--- config.mk ---
export PLATFORM = sky130hd
export DESIGN_NAME = jtdd_snd_romarb
export DESIGN_NICKNAME = d
export VERILOG_FILES = /design/src/rtl/jtdd_snd_romarb_pkg.sv /design/src/rtl/jtdd_romcache1.sv /design/src/rtl/jtdd_snd_romarb.sv
export SDC_FILE = /design/constraint.sdc
export NUM_CORES = 1
export LEC_CHECK = 0
export ABC_CLOCK_PERIOD_IN_PS = 6400
export CORE_ASPECT_RATIO = 1.2
export CORE_MARGIN = 3
export CORE_UTILIZATION = 56
export DETAILED_ROUTE_END_ITERATION = 8
export HOLD_SLACK_MARGIN = 0.1
export PLACE_DENSITY = 0.84
export SLEW_MARGIN = 20
export SYNTH_ARGS = -nofsm -noshare
export SYNTH_HDL_FRONTEND = slang
export SYNTH_HIERARCHICAL = 1
export SYNTH_SLANG_ARGS = --single-unit
--- constraint.sdc ---
create_clock -name clk -period 6.4 [get_ports clk]
set_input_delay 0.64 -clock clk [delete_from_list [all_inputs] [get_ports clk]]
set_output_delay 0.64 -clock clk [all_outputs]
set_load 0.01 [all_outputs]
--- src/rtl/jtdd_snd_romarb_pkg.sv ---
// Shared types and constants for the sound-board ROM arbiter.
package jtdd_snd_romarb_pkg;

  typedef enum logic [1:0] {IDLE, REQ, WAIT, GAP} state_t;

  localparam logic [1:0] ID_CPU = 2'd0;
  localparam logic [1:0] ID_AD0 = 2'd1;
  localparam logic [1:0] ID_AD1 = 2'd2;

  localparam logic [17:0] CPU_OFFSET_DEF = 18'h00000;
  localparam logic [17:0] AD0_OFFSET_DEF = 18'h10000;
  localparam logic [17:0] AD1_OFFSET_DEF = 18'h20000;

endpackage

--- src/rtl/jtdd_romcache1.sv ---
// One-entry tag/data cache for a single ROM requester.
module jtdd_romcache1 #(
  parameter int W = 16
) (
  input  logic         clk,
  input  logic         rstn,
  input  logic [W-1:0] addr,
  input  logic         cs,
  input  logic         fill,
  input  logic [W-1:0] fill_addr,
  input  logic [7:0]   fill_data,
  output logic [7:0]   data,
  output logic         ok,
  output logic         pend
);

  logic         valid_q, valid_d;
  logic [W-1:0] tag_q, tag_d;
  logic [7:0]   data_q, data_d;
  logic         hit_s;

  assign hit_s = valid_q && (tag_q == addr);
  assign ok    = cs && hit_s;
  assign pend  = cs && !hit_s;
  assign data  = data_q;

  always_comb begin
    valid_d = valid_q;
    tag_d   = tag_q;
    data_d  = data_q;
    if (fill) begin
      valid_d = 1'b1;
      tag_d   = fill_addr;
      data_d  = fill_data;
    end
  end

  always_ff @(posedge clk) begin
    if (!rstn) begin
      valid_q <= 1'b0;
      tag_q   <= '0;
      data_q  <= 8'h00;
    end else begin
      valid_q <= valid_d;
      tag_q   <= tag_d;
      data_q  <= data_d;
    end
  end

endmodule

--- src/rtl/jtdd_snd_romarb.sv ---
// Arbitrates the sound CPU and two ADPCM ROM requesters onto one SDRAM read port.
module jtdd_snd_romarb
  import jtdd_snd_romarb_pkg::*;
#(
  parameter int            AW         = 18,
  parameter logic [AW-1:0] CPU_OFFSET = AW'(CPU_OFFSET_DEF),
  parameter logic [AW-1:0] AD0_OFFSET = AW'(AD0_OFFSET_DEF),
  parameter logic [AW-1:0] AD1_OFFSET = AW'(AD1_OFFSET_DEF),
  parameter logic [7:0]    TOUT       = 8'd255
) (
  input  logic          clk,
  input  logic          rstn,
  input  logic [14:0]   cpu_addr,
  input  logic          cpu_cs,
  output logic [7:0]    cpu_data,
  output logic          cpu_ok,
  input  logic [15:0]   ad0_addr,
  input  logic          ad0_cs,
  output logic [7:0]    ad0_data,
  output logic          ad0_ok,
  input  logic [15:0]   ad1_addr,
  input  logic          ad1_cs,
  output logic [7:0]    ad1_data,
  output logic          ad1_ok,
  output logic [AW-1:0] mem_addr,
  output logic          mem_cs,
  input  logic [7:0]    mem_data,
  input  logic          mem_ok,
  output logic          tout
);

  state_t        state_q, state_d;
  logic [1:0]    gid_q, gid_d;
  logic [15:0]   gaddr_q, gaddr_d;
  logic          last_ad_q, last_ad_d;
  logic          last_cpu_q, last_cpu_d;
  logic [7:0]    cnt_q, cnt_d;
  logic [AW-1:0] mem_addr_q, mem_addr_d;
  logic          mem_cs_q, mem_cs_d;
  logic          tout_q, tout_d;
  logic          fill_s, pend_c, pend_a0, pend_a1, pend_ad;

  jtdd_romcache1 #(.W(15)) u_cpu (
    .clk(clk), .rstn(rstn), .addr(cpu_addr), .cs(cpu_cs),
    .fill(fill_s && gid_q == ID_CPU), .fill_addr(gaddr_q[14:0]), .fill_data(mem_data),
    .data(cpu_data), .ok(cpu_ok), .pend(pend_c)
  );

  jtdd_romcache1 #(.W(16)) u_ad0 (
    .clk(clk), .rstn(rstn), .addr(ad0_addr), .cs(ad0_cs),
    .fill(fill_s && gid_q == ID_AD0), .fill_addr(gaddr_q), .fill_data(mem_data),
    .data(ad0_data), .ok(ad0_ok), .pend(pend_a0)
  );

  jtdd_romcache1 #(.W(16)) u_ad1 (
    .clk(clk), .rstn(rstn), .addr(ad1_addr), .cs(ad1_cs),
    .fill(fill_s && gid_q == ID_AD1), .fill_addr(gaddr_q), .fill_data(mem_data),
    .data(ad1_data), .ok(ad1_ok), .pend(pend_a1)
  );

  assign pend_ad  = pend_a0 || pend_a1;
  assign mem_addr = mem_addr_q;
  assign mem_cs   = mem_cs_q;
  assign tout     = tout_q;

  always_comb begin
    state_d    = state_q;
    gid_d      = gid_q;
    gaddr_d    = gaddr_q;
    last_ad_d  = last_ad_q;
    last_cpu_d = last_cpu_q;
    cnt_d      = cnt_q;
    mem_addr_d = mem_addr_q;
    tout_d     = 1'b0;
    fill_s     = 1'b0;
    case (state_q)
      IDLE: begin
        // CPU yields once after its own grant if an ADPCM channel is waiting
        if (pend_c && !(last_cpu_q && pend_ad)) begin
          gid_d      = ID_CPU;
          gaddr_d    = {1'b0, cpu_addr};
          mem_addr_d = CPU_OFFSET + AW'(cpu_addr);
          last_cpu_d = 1'b1;
          state_d    = REQ;
        end else if (pend_a0 && (!pend_a1 || last_ad_q)) begin
          gid_d      = ID_AD0;
          gaddr_d    = ad0_addr;
          mem_addr_d = AD0_OFFSET + AW'(ad0_addr);
          last_cpu_d = 1'b0;
          last_ad_d  = 1'b0;
          state_d    = REQ;
        end else if (pend_a1) begin
          gid_d      = ID_AD1;
          gaddr_d    = ad1_addr;
          mem_addr_d = AD1_OFFSET + AW'(ad1_addr);
          last_cpu_d = 1'b0;
          last_ad_d  = 1'b1;
          state_d    = REQ;
        end else begin
          state_d = IDLE;
        end
      end
      REQ: begin
        cnt_d   = 8'd0;
        state_d = WAIT;
      end
      WAIT: begin
        cnt_d = cnt_q + 8'd1;
        if (mem_ok) begin
          fill_s  = 1'b1;
          state_d = GAP;
        end else if (cnt_d == TOUT) begin
          tout_d  = 1'b1;
          state_d = GAP;
        end else begin
          state_d = WAIT;
        end
      end
      GAP:     state_d = IDLE;
      default: state_d = IDLE;
    endcase
    mem_cs_d = (state_d == REQ) || (state_d == WAIT);
  end

  always_ff @(posedge clk) begin
    if (!rstn) begin
      state_q    <= IDLE;
      gid_q      <= ID_CPU;
      gaddr_q    <= 16'h0000;
      last_ad_q  <= 1'b1;
      last_cpu_q <= 1'b0;
      cnt_q      <= 8'd0;
      mem_addr_q <= '0;
      mem_cs_q   <= 1'b0;
      tout_q     <= 1'b0;
    end else begin
      state_q    <= state_d;
      gid_q      <= gid_d;
      gaddr_q    <= gaddr_d;
      last_ad_q  <= last_ad_d;
      last_cpu_q <= last_cpu_d;
      cnt_q      <= cnt_d;
      mem_addr_q <= mem_addr_d;
      mem_cs_q   <= mem_cs_d;
      tout_q     <= tout_d;
    end
  end

endmodule
==> results of run 1 <==
## flip-flops by register name, indices dropped and copies added (netlist names)
| name | cells |
|---|---|
| u_ad1/tag_q | 16 |
| u_cpu/data | 8 |
| cnt_q | 8 |
| u_ad0/data | 8 |
| state_q | 2 |
| gaddr_q | 15 |
| last_cpu_q | 1 |
| u_ad1/data | 8 |
| mem_addr | 1 |
| mem_cs | 1 |
| u_cpu/valid_q | 1 |
| u_cpu/tag_q | 15 |
| u_ad0/valid_q | 1 |
| last_ad_q | 1 |
| u_ad1/valid_q | 1 |
| u_ad0/tag_q | 16 |
| gid_q | 2 |
| tout | 1 |
## path summary, 6_finish.rpt
| path | slack, ps | start | cells past startpoint | endpoint |
|---|---|---|---|---|
| max | 3030 | ad0_addr[14] | 8 | gaddr_q[4] |
| min | 470 | u_cpu/valid_q | 1 | u_cpu/valid_q |
| max reg2reg | 3400 | u_ad1/tag_q[7] | 7 | gaddr_q[4] |
| min reg2reg | 470 | u_cpu/valid_q | 1 | u_cpu/valid_q |
## per-stage QoR
step	total power [mW]	hold WS, ps	setup WS (ps)	util	instance area (um^2)
2_1_floorplan	1.130	427.3	3977	-	5231
3_3_place_gp	1.307	434.3	2745	0.6912	6277
3_5_place_dp	1.327	442.6	2609	0.6912	6277
4_1_cts	1.744	467.1	2981	0.7126	6471
5_1_grt	1.822	473.3	2857	0.7129	6474
6_report	1.734	466.3	3027	0.7129	6474
## where the power goes
group          switching [mW]  internal [mW]
Sequential             0.0728          0.728
Clock                   0.234          0.184
Combinational           0.263          0.253
Total                   0.570           1.16
## cell usage in the layout, fill, tap and decap left out, types with 3 or more instances in the layout
cell type	synthesis	routed
and2_1	4	4
nor4_2	3	3
xnor2_1	47	47
nand4_1	12	12
inv_1	24	24
nor2_1	23	23
nor4_1	3	3
o31ai_1	5	5
nor2b_1	72	72
a21oi_1	9	9
clkdlybuf4s50_1	0	106
nand2_1	27	26
nand2b_1	4	4
a21boi_0	4	4
o211a_1	16	16
nand3_1	8	8
buf_4	7	4
o21ai_0	24	24
o31ai_2	11	11
dfxtp_1	106	106
a31oi_1	3	3
ha_1	4	4
mux2i_1	71	71
nor3_1	5	4
clkbuf_8	0	9
o21a_1	7	7
## layout make-up
cell class,count,area (um^2),area share
clock buffer,11,131.4,0.02029
timing repair buffer,111,1096,0.1693
multi-input combinational,379,2821,0.4358
inverter,24,90.09,0.01392
sequential,106,2122,0.3278
clock inverter,5,62.56,0.009664
tap,120,150.1,0.02319
## routing by layer
layer	vias up	share of wire	global-route usage
met5	-	0	0
li1	2029	-	-
met1	1986	0.42	0.3256
met3	26	0.073	0.07162
met4	0	0.023	0.1002
met2	142	0.48	0.4394
## cells by family after synthesis
logic type	Yosys count
AOI/OAI and AO/OA	83
xor gates and xnor gates	47
adders and majority gates	4
buffers and inverters	54
DFF	106
muxes	72
and+or+nand+nor	173
## Yosys cell counts, types with 2 or more instances
library cell and count:
dfxtp_1 106, nor2b_1 72, mux2i_1 71, xnor2_1 47, nand2_1 27, inv_1 24, o21ai_0 24, nor2_1 23
o211a_1 16, nand4_1 12, o31ai_2 11, a21oi_1 9, clkbuf_1 9, nand3_1 8, buf_4 7, buf_6 7
o21a_1 7, buf_2 5, nor3_1 5, o31ai_1 5, a21boi_0 4, and2_1 4, ha_1 4, nand2b_1 4
nor3b_1 4, a31oi_1 3, nor4_1 3, nor4_2 3, and4_1 2, nand3b_1 2
==> summary.md, run 1 <==
| Metric | Value |
|---|---|
| Max Fclk | `296.4 MHz` |
| Clk sink count | `106` |
| CTS max path bufs | `2` |
| Max_cap viols | `0` |
| Worst hold path class | `flip-flop to flip-flop` |
| Share of layout cells above drive strength 1 | `0.06447` |
| Tmin final | `3373 ps` |
| Initial antenna violation count | `0` |
| Core area | `0.009081 mm^2` |
| Synthesized area | `0.005231 mm^2` |
| Total gr overflow | `0` |
| Clk root buf | `clkbuf_8` |
| Initial DRC Count | `267` |
| P&R area growth vs syn | `23.75%` |
| Top post-synthesis cells by area | `dfxtp_1, mux2i_1, nor2b_1` |
| I/O pin count | `108` |
| Layout fillers | `706` |
| Adder-Cell Fraction of Synth Area | `0.009567` |
| # diodes | `0` |
| Critical Path End Type | `flip-flop` |
| Vias per inst | `5.533` |
| Cell taking the most area after synthesis | `dfxtp_1` |
| Post-route DRC | `0` |
| Slowest stage cell on the critical path | `or2_1` |
| # setup viols final | `0` |
| EDFF count, synth | `0` |
| Final std cells w/o fill | `756` |
| Largest fanout on the critical path | `15` |
| Tightest Pin Transition | `828.1 ps` |
| Antenna-violating nets left | `0` |
| DP Wirelength | `9196 um` |
| I/O Buffers | `107` |
| Unrepaired setup endpoints after global routing | `false` |
| Initial Util | `0.5761` |
| Post-CTS Setup Inserts | `0` |
| Row count | `38` |
| Later-pin clock latency in the skew report | `380 ps` |
| Yosys cell types | `41` |
| CTS Buf Count | `9` |
| Die height | `111.9 um` |
| Cell count after synthesis | `539` |
| Clock transition at path regs | `90 ps` |
| Post-synthesis compound-gate area fraction | `0.1220` |
| Critical path buffer and inverter count | `1` |
| CP Cell Sequence | `clkdlybuf4s50_1 > xnor2_1 > nand4_1 > nor4_2 > a31oi_1 > o31ai_2 > or2_1 > o31ai_1` |
| Cts hold-fix bufs | `0` |
| Die footprint | `0.01054 mm^2` |
| Syn nets | `604` |
| Tcrit/Tclk final | `0.5271` |
| Status | `finished clean` |
| Syn Area/Cell | `9.706 um^2` |
| Synth Register Bits | `106` |
| Post-Route Skew | `11.59 ps` |
| Ys Warns | `6` |
| Post-synthesis sequential area ratio | `0.4056` |
| Resized cells post-CTS | `0` |
| Type of origin of the critical path | `input pin` |
| Tot GR Track Use | `0.2648` |
| Die W | `94.23 um` |
| Fin Setup TNS | `0 ps` |
| WL final | `13,520 um` |
| Slew HR | `0.4480` |
| First-pass GRT wire length | `21,830 um` |
| Maximum vdd drop | `0.0001505 V` |
| WS Path Type | `input pin to flip-flop` |
| TritonCTS clock tree | `done` |
| Portion of netlist area occupied by mux cells | `0.1380` |
| CP required | `6630 ps` |
| Vias | `4,183` |
| WL per Instance | `17.88 um` |
| Synth Area in Simple Gates | `0.1878` |
| Lkg Pwr | `2.163 nW` |
| Crit-path leading delay family | `simple AND/OR/NAND/NOR gates` |
| Max incr delay on CP | `710 ps` |
| Crit path DAT | `3600 ps` |
| Vias in the first global route | `4,437` |
| DR pass1 iterations | `5` |
| Ys async rst share | `0` |
| PD cells | `267.9 mW/mm^2` |
| # H-tree levels | `3` |
| Area share of the largest cell type after synthesis | `0.4056` |
| Post-synth top flop | `dfxtp_1` |
| Xor and xnor fraction of the mapped netlist area | `0.07869` |
| Nets | `696` |
| Placed Instances | `740` |
| Final hold viol count | `0` |
| Largest net degree at the start of global routing | `83` |
| Final GP Congestion | `0.8902` |
| Main combinational cell family by area after synthesis | `simple AND/OR/NAND/NOR gates` |
| Slew Viols, Final | `0` |
Note: power is estimated with default switching activity, not from simulation.
==> run 2: changes to the inputs <==
- ABC_CLOCK_PERIOD_IN_PS: 6400 -> 3200
- CORE_UTILIZATION: 56 -> 52
- PLACE_DENSITY: 0.84 -> 0.79
- clock period: 6.4 -> 3.2 ns (I/O delays scaled with it)
==> run 2 against run 1 <==
  * Power increased by 110%
  * Global-route usage fell by 1.8 points
  * Clock power rose by 150%
  * Final area up 2.2%
  * Count of clock-buffer cells in the layout is 1 higher
  * Clock skew shrank 6.8 ps
  * Critical path type is now input pin to output pin
  * Core utilization shrank 2.8 points
  * Final cell count is 1.5% higher
  * First-iteration DRC count down 29%
  * Combinational power increased by 110%
  * Highest routed layer unchanged
==> summary.md, run 2 (same netlist as run 1, synthesis figures left out) <==
| Metric | Value |
|---|---|
| Tot GR Track Use | `0.2464 (-0.01842)` |
| Type of origin of the critical path | `input pin` |
| Nets | `704 (+1.1%)` |
| First-pass GRT wire length | `22,230 um (+1.8%)` |
| TritonCTS clock tree | `done` |
| WL per Instance | `17.89 um (about the same)` |
| R2r worst-path depth | `9 (+2)` |
| Crit path DAT | `2460 ps (-1140 ps)` |
| Total gr overflow | `0 (unchanged)` |
| Tmin final | `2780 ps` |
| Fin Setup TNS | `0 ps (unchanged)` |
| DR pass1 iterations | `4 (-1)` |
| Largest net degree at the start of global routing | `51 (-39%)` |
| Critical Path End Type | `output pin` |
| Later-pin clock latency in the skew report | `340 ps (-40 ps)` |
| # diodes | `0 (unchanged)` |
| Initial Util | `0.5414 (-0.03461)` |
| Lkg Pwr | `2.247 nW (+3.9%)` |
| Vias per inst | `5.413 (-2.2%)` |
| Max_cap viols | `0 (unchanged)` |
| Cts hold-fix bufs | `0 (unchanged)` |
| CP required | `2880 ps (-3750 ps)` |
| Final hold viol count | `0 (unchanged)` |
| Biggest regs | `u_ad0/tag_q: 16 flops, u_ad1/tag_q: 16 flops` |
| Share of layout cells above drive strength 1 | `0.07453 (+0.01007)` |
| Most frequent cells in the layout | `dfxtp_1, clkdlybuf4s50_1, nor2b_1` |
| Row count | `39 (+2.6%)` |
| Tcrit/Tclk final | `0.8688` |
| Clk root buf | `clkbuf_16` |
| Die footprint | `0.01130 mm^2 (+7.2%)` |
| Initial antenna violation count | `0 (unchanged)` |
| Unrepaired setup endpoints after global routing | `false` |
| Hold Path Sink | `u_cpu/valid_q` |
| # setup viols final | `0 (unchanged)` |
| Vias | `4,152 (-0.74%)` |
| # H-tree levels | `3 (unchanged)` |
| Final GP Congestion | `0.8265 (-7.2%)` |
| CTS max path bufs | `2 (unchanged)` |
| I/O Buffers | `107 (unchanged)` |
| Min-delay src | `u_cpu/valid_q` |
| Worst r2r src | `u_ad1/tag_q[5]` |
| R2r endpoint | `gaddr_q[4]` |
| Post-CTS Setup Inserts | `0 (unchanged)` |
| Clk sink count | `106 (unchanged)` |
| Tightest Pin Transition | `773.8 ps (-54.29 ps)` |
| Worst hold path class | `flip-flop to flip-flop` |
| Antenna-violating nets left | `0 (unchanged)` |
| Resized cells post-CTS | `0 (unchanged)` |
| R2r setup slk | `630 ps (-2770 ps)` |
| Max Fclk | `359.7 MHz` |
| Fin util | `0.6847 (-0.02820)` |
| Slew HR | `0.4842 (+0.03620)` |
| CTS Buf Count | `9 (unchanged)` |
| Post-Route Skew | `4.751 ps (-6.840 ps)` |
| Status | `finished clean` |
| P&R area growth vs syn | `26.45%` |
| Initial DRC Count | `190 (-29%)` |
| PD cells | `559.9 mW/mm^2 (+110%)` |
| DP Wirelength | `9458 um (+2.8%)` |
| WL final | `13,720 um (+1.5%)` |
| Core area | `0.009662 mm^2 (+6.4%)` |
| Post-route DRC | `0 (unchanged)` |
| WS Path Type | `input pin to output pin` |
| Hold Path Depth | `1 (unchanged)` |
| I/O pin count | `108 (unchanged)` |
| Slew Viols, Final | `0 (unchanged)` |
| Vias in the first global route | `4,438 (+0.023%)` |
| Die W | `97.56 um (+3.5%)` |
| Clock transition at path regs | `70 ps (-20 ps)` |
| Die height | `115.9 um (+3.6%)` |
| Largest fanout on the critical path | `2 (-13)` |
| Maximum vdd drop | `0.0002692 V (+79%)` |
[run 2: cell count changes in the layout (fill, tap and decap cells not counted), sizes merged]
cell / delta
bufinv: -1
inv: -2
clkinvlp: -2
clkbuf: +1
clkinv: +4
buf: +8
[run 2: metal layers]
metal,GRT usage,up-vias,part of all wire
met5,0,-,0
met1,0.2938,1962,0.43
li1,-,2041,-
met2,0.4262,130,0.48
met4,0.1090,0,0.020
met3,0.05780,19,0.066
[run 2: report_power, final]
part           internal [mW]  leakage, nW  switching, mW
Combinational          0.533         1.25          0.530
Clock                  0.551        0.137          0.488
Sequential              1.46        0.859          0.146
Total                   2.54         2.25           1.16
[run 2: worst max-delay path by stage]
stage | from | to | slack [ps] | depth (start not counted)
5_1_grt | cpu_addr[12] | cpu_ok | 300 | 6
2_1_floorplan | u_ad1/tag_q[5] | gaddr_q[0] | 1100 | 10
6_report | cpu_addr[12] | cpu_ok | 420 | 6
4_1_cts | cpu_addr[12] | cpu_ok | 440 | 6
3_5_place_dp | ad1_addr[5] | gaddr_q[3] | 220 | 10
3_3_place_gp | ad1_addr[5] | gaddr_q[7] | 260 | 10
[run 2: final cells by class]
type | instances | area, um^2
clock inverters | 4 | 27.53
flip-flops and latches | 106 | 2122
multi-input cells | 379 | 2819
fillers | 777 | 3047
repair buffers | 119 | 1156
well taps | 123 | 153.9
inverters | 24 | 90.09
clock buffers | 12 | 246.5
[run 2: worst max-delay path, stage by stage]
cell and delay [ps]:
clkdlybuf4s50_1 440, xnor2_1 310, nand4_1 220, nor4_2 460, and2_1 190, clkdlybuf4s50_1 530
[run 2: stage by stage]
stage          std cells  cell area, um^2  hold WS, ps  setup slack [ps]  power [mW]
2_1_floorplan        539             5231        396.2              1097       2.259
3_3_place_gp         751             6341        437.2             258.4       2.653
3_5_place_dp         751             6341        466.9             220.6       2.686
4_1_cts              767             6615        482.4             441.4       3.721
5_1_grt              767             6615        491.2             303.0       3.875
6_report             767             6615        483.0             419.8       3.704
